<file path="config.mk">
export PLATFORM = sky130hd
export DESIGN_NAME = regfile_write_port
export DESIGN_NICKNAME = d
export VERILOG_FILES = /design/src/rtl/regfile_pkg.sv /design/src/rtl/regfile_write_port_dec_onehot.sv /design/src/rtl/regfile_write_port.sv
export SDC_FILE = /design/constraint.sdc
export NUM_CORES = 2
export LEC_CHECK = 0
export CAP_MARGIN = 15
export CELL_PAD_IN_SITES_DETAIL_PLACEMENT = 1
export CELL_PAD_IN_SITES_GLOBAL_PLACEMENT = 1
export CORE_AREA = 2 2 450 452
export CTS_CLUSTER_SIZE = 30
export DETAILED_ROUTE_END_ITERATION = 16
export DIE_AREA = 0 0 452 454
export GPL_TIMING_DRIVEN = 0
export PLACE_DENSITY_LB_ADDON = 0.3
export SETUP_SLACK_MARGIN = 0.05
export SKIP_CTS_REPAIR_TIMING = 1
export SLEW_MARGIN = 25
export SYNTH_ARGS = -nofsm -noshare
export SYNTH_HDL_FRONTEND = slang
export SYNTH_SLANG_ARGS = --single-unit
</file>
<file path="constraint.sdc">
create_clock -name clk -period 4 [get_ports clk]
set_input_delay 0.4 -clock clk [delete_from_list [all_inputs] [get_ports clk]]
set_output_delay 0.4 -clock clk [all_outputs]
set_load 0.02 [all_outputs]
</file>
<file path="src/rtl/regfile_pkg.sv">
// Shared sizes and types for the 32x32 register file write side.
package regfile_pkg;
  localparam int NREG  = 32;
  localparam int WIDTH = 32;
  localparam int AW    = 5;
  localparam int CW    = 16;

  typedef logic [AW-1:0]          reg_addr_t;
  typedef logic [WIDTH-1:0]       reg_data_t;
  typedef reg_data_t [NREG-1:0]   reg_array_t;
endpackage

</file>
<file path="src/rtl/regfile_write_port_dec_onehot.sv">
// AW-to-NREG one-hot decoder; output is all zeros when en is low.
module dec_onehot
  import regfile_pkg::*;
(
  input  logic            en,
  input  reg_addr_t       a,
  output logic [NREG-1:0] oh
);
  always_comb begin
    oh = '0;
    if (en) oh[a] = 1'b1;
  end
endmodule

</file>
<file path="src/rtl/regfile_write_port.sv">
// Register file write side: one-entry staging register, one-hot commit into
// the storage array, and forwarding of the staged write to both read ports.
module regfile_write_port
  import regfile_pkg::*;
(
  input  logic            clk,
  input  logic            rst_n,
  input  logic            we_i,
  input  reg_addr_t       wa_i,
  input  reg_data_t       wd_i,
  input  reg_addr_t       ra1_i,
  input  reg_addr_t       ra2_i,
  output reg_array_t      regs_o,
  output logic            pend_v_o,
  output reg_addr_t       pend_a_o,
  output logic            fwd1_v_o,
  output reg_data_t       fwd1_d_o,
  output logic            fwd2_v_o,
  output reg_data_t       fwd2_d_o,
  output logic [CW-1:0]   commit_cnt_o
);
  // Interface: no back-pressure. A write offered with we_i is accepted on the
  // same edge; there is no ready signal because the block never stalls.
  logic            pend_v;
  reg_addr_t       pend_a;
  reg_data_t       pend_d;
  logic [NREG-1:0] row_en;
  reg_array_t      regs_q;
  logic [CW-1:0]   cnt_q;
  logic            capture;

  assign capture = we_i && (wa_i != '0);

  dec_onehot u_dec (
    .en (pend_v),
    .a  (pend_a),
    .oh (row_en)
  );

  // Row 0 is never written, so it stays at its reset value of zero.
  always_ff @(posedge clk) begin
    if (!rst_n) begin
      pend_v <= 1'b0;
      pend_a <= '0;
      pend_d <= '0;
      cnt_q  <= '0;
      regs_q <= '0;
    end else begin
      pend_v <= capture;
      if (capture) begin
        pend_a <= wa_i;
        pend_d <= wd_i;
      end
      if (pend_v && (cnt_q != '1)) cnt_q <= cnt_q + 1'b1;
      for (int r = 1; r < NREG; r++) begin
        if (row_en[r]) regs_q[r] <= pend_d;
      end
    end
  end

  always_comb begin
    fwd1_v_o = pend_v && (pend_a == ra1_i) && (ra1_i != '0);
    fwd2_v_o = pend_v && (pend_a == ra2_i) && (ra2_i != '0);
    fwd1_d_o = fwd1_v_o ? pend_d : '0;
    fwd2_d_o = fwd2_v_o ? pend_d : '0;
  end

  assign regs_o       = regs_q;
  assign pend_v_o     = pend_v;
  assign pend_a_o     = pend_a;
  assign commit_cnt_o = cnt_q;
endmodule

</file>
==> results_dict.tcl <==
set metrics [dict create \
    run_status "complete, no violations" \
    leakagePower_nw 18.4 \
    whs_path_depth 3 \
    ys.flop_type "dfxtp_1" \
    grt_overflow 0 \
    drc_errors 0 \
    cp_slowest_cell "dfxtp_1" \
    clockBufferDepth 3 \
    synth_edf_count 0 \
    syn-mean-instance-area_um2 7.67 \
    dieArea_um2 205000 \
    power_frac_seq 0.436 \
    period_needed_ns 3.88 \
    die_w_um 452 \
    globalplace.congestion 0.834 \
    worst_pin_slew_ns 1.14 \
    viasPerCell 4.41 \
    hp-start "rst_n" \
    r2r_start "pend_v_o" \
    intPower_mw 17.9 \
    io_buffers 1128 \
    worst-setup-path-type "reg2out" \
    slowest_delay_ns 0.90 \
    synth.top_cell.area_share 0.560 \
    cts_root_buf "clkbuf_16" \
    hpwl_um 185000 \
    fp.dieH_um 454 \
    slew_headroom 0.238 \
    ff_latch_area_um2 20900 \
    critPathLaunchType "flop" \
    routed_wl_um 245000 \
    r2r_end "regs_o[556]" \
    initial_core_util 0.186 \
    worstSkewPairLatency_ns 0.81 \
    vias 39466 \
    routedWlPerCell_um 27.4 \
    pwr-share-comb 0.049 \
    fmax_mhz 258 \
    setup_violations 0 \
    final.period_utilization 0.969 \
    r2r_cells 6 \
    num_rows 165 \
    final_common_cell "nand2_1" \
    tns_ns 0 \
    worstSetupEndpointType "primary output" \
    placed_area_um2 52300 \
    place_inst 8707 \
    holdPathEnd "commit_cnt_o[9]" \
    synth_seq_area_share 0.560 \
    crit_start "pend_d[19]" \
    setup_ws_ns 0.125 \
    p_sw_mw 6.08 \
    antenna_found_initial 32 \
    cts_tree "built" \
    first_pass_iters 5 \
    clk_pin_slew_worst_paths_ns 0.06 \
    grt_usage 0.230 \
    fin_nets 6223 \
    drive_above_1_share 0.0692 \
    irDropWorstVdd_mv 0.397 \
    max_cap_viol_count 0 \
    yosys_warnings 0 \
    path_max_fanout 10 \
    final.fill_count 23956 \
    yosysUniqueCellTypes 43 \
    multi_input_area_um2 14500 \
    cp.arrival_ns 3.48 \
    synth_area_leader_cell "dfxtp_1" \
    cts_htree_levels 4 \
    io_pins 1162 \
    cts_sinks 1046 \
    synth_area_um2 37400 \
    required_ns 3.60 \
    fin_worst_skew_ns 0.0309 \
    ys_ff_latch 1046 \
    grt_pass1_vias 39193 \
    netlist_instances 4872 \
    powerDensity_nw_per_um2 423 \
    grt_pass1_wl_um 328000 \
    worst-r2r-setup-slack_ns 0.33 \
    antenna_left 0 \
    slew_viol_final 0 \
    synthArstFlopShare 0 \
    clkPwrFrac 0.514 \
    rsz0062_at_grt "no" \
    hold_viol 0 \
    synth_area_leaders "dfxtp_1, nand2_1, a21oi_1" \
    pre_cts_ws_ns 0.258 \
    postLayoutCoreUtil 0.283 \
    p_sw_frac 0.253 \
    path_cells "clkdlybuf4s15_1, and2_1, clkdlybuf4s50_1" \
    dr.first_iter.drc_count 2519 \
    grt_max_degree 17 \
    final_cells 8959 \
    hold_path_class "in2reg" \
    final_cell_mix "nand2_1, clkdlybuf4s50_1, dfxtp_1, a21oi_1, clkbuf_1" \
    area_growth_pct 52.1 \
    cts_buffers 134 \
    fp.coreArea_um2 201000 \
    design_area_um2 56900 \
]
-- layer usage --
metal	wire length [um]	vias up	part of all wire	global-route usage
li1	-	18106	-	-
met1	97900	19716	0.40	0.267
met2	123000	1281	0.50	0.407
met3	14800	353	0.060	0.0534
met4	9950	10	0.041	0.0903
met5	57	-	0.00023	0
-- how the worst max path moves through the flow --
| stage | to | slack (ns) | depth (start not counted) |
|---|---|---|---|
| 3_3_place_gp | regs_o[483] | -0.16 | 6 |
| 6_report | fwd1_d_o[19] | 0.12 | 3 |
| 4_1_cts | fwd2_d_o[27] | -0.61 | 7 |
| 2_1_floorplan | fwd1_d_o[22] | 1.64 | 6 |
| 3_5_place_dp | fwd2_d_o[27] | 0.26 | 6 |
| 5_1_grt | fwd2_d_o[8] | 0.04 | 8 |
-- through the flow --
stage | total power [mW] | hold WS [ns]
2_1_floorplan | 11.2 | 0.534
3_3_place_gp | 11.9 | 0.441
3_5_place_dp | 11.9 | 0.446
4_1_cts | 24.4 | -0.000941
5_1_grt | 24.8 | 0.0980
6_report | 24.0 | 0.0670
-- sequential cells by signal, indices dropped and copies added (netlist names) --
register      flops
pend_d           32
pend_a_o          5
regs_o          992
pend_v_o          1
commit_cnt_o     16
-- worst max-delay path: cells and delay by family, from the launching register on --
family | cells | cell delay (ns)
and+or+nand+nor | 1 | 0.23
DFF | 1 | 0.90
buffers and inverters | 2 | 1.53
-- power by group through the flow --
stage	combinational (mW)	clock, mW	sequential [mW]
after floorplan	0.458	0	10.7
after global placement	1.21	0	10.7
after detailed placement	1.24	0	10.7
after CTS	1.24	12.7	10.5
after global routing	1.26	13.0	10.5
final	1.19	12.3	10.5
-- synth_stat cells, types with 4 or more instances --
cell type     n
xnor2_1       8
nand4_1       5
o21ai_0       9
and3_1        4
nor2_1       21
and3b_1       5
or4_1         5
or3_1         8
dfxtp_1    1046
nand3b_1      5
a21oi_1    1038
nand3_1      11
nand2_1    2099
clkbuf_1    356
and2_1       67
buf_4        39
nor2_2       10
buf_2        96
-- cell type report --
class / count / area share
Clock buffer: 200 / 0.0694
Timing Repair Buffer: 1137 / 0.201
Multi-Input combinational cell: 3363 / 0.255
Inverter: 3 / 0.000198
Tap cell: 2672 / 0.0588
Sequential cell: 1046 / 0.368
Buffer: 487 / 0.0389
Antenna cell: 17 / 0.000748
Clock inverter: 34 / 0.00761
-- logic make-up (layout without fill, tap and decap cells) --
| kind of cell | after synthesis | after routing | synth area share |
|---|---|---|---|
| AND/OR/NAND/NOR | 2259 | 2259 | 0.237 |
| AO/OA/AOI/OAI | 1061 | 1061 | 0.143 |
| flip-flops | 1046 | 1046 | 0.560 |
| buffers and inverters | 494 | 1861 | 0.0567 |
| XOR/XNOR | 9 | 9 | 0.00211 |
| adder cells (fa/ha/maj) | 1 | 1 | 0.000335 |
| other | 1 | 49 | 0.000100 |
| multiplexers | 1 | 1 | 0.000268 |
Power figures use the tool's default switching activity.
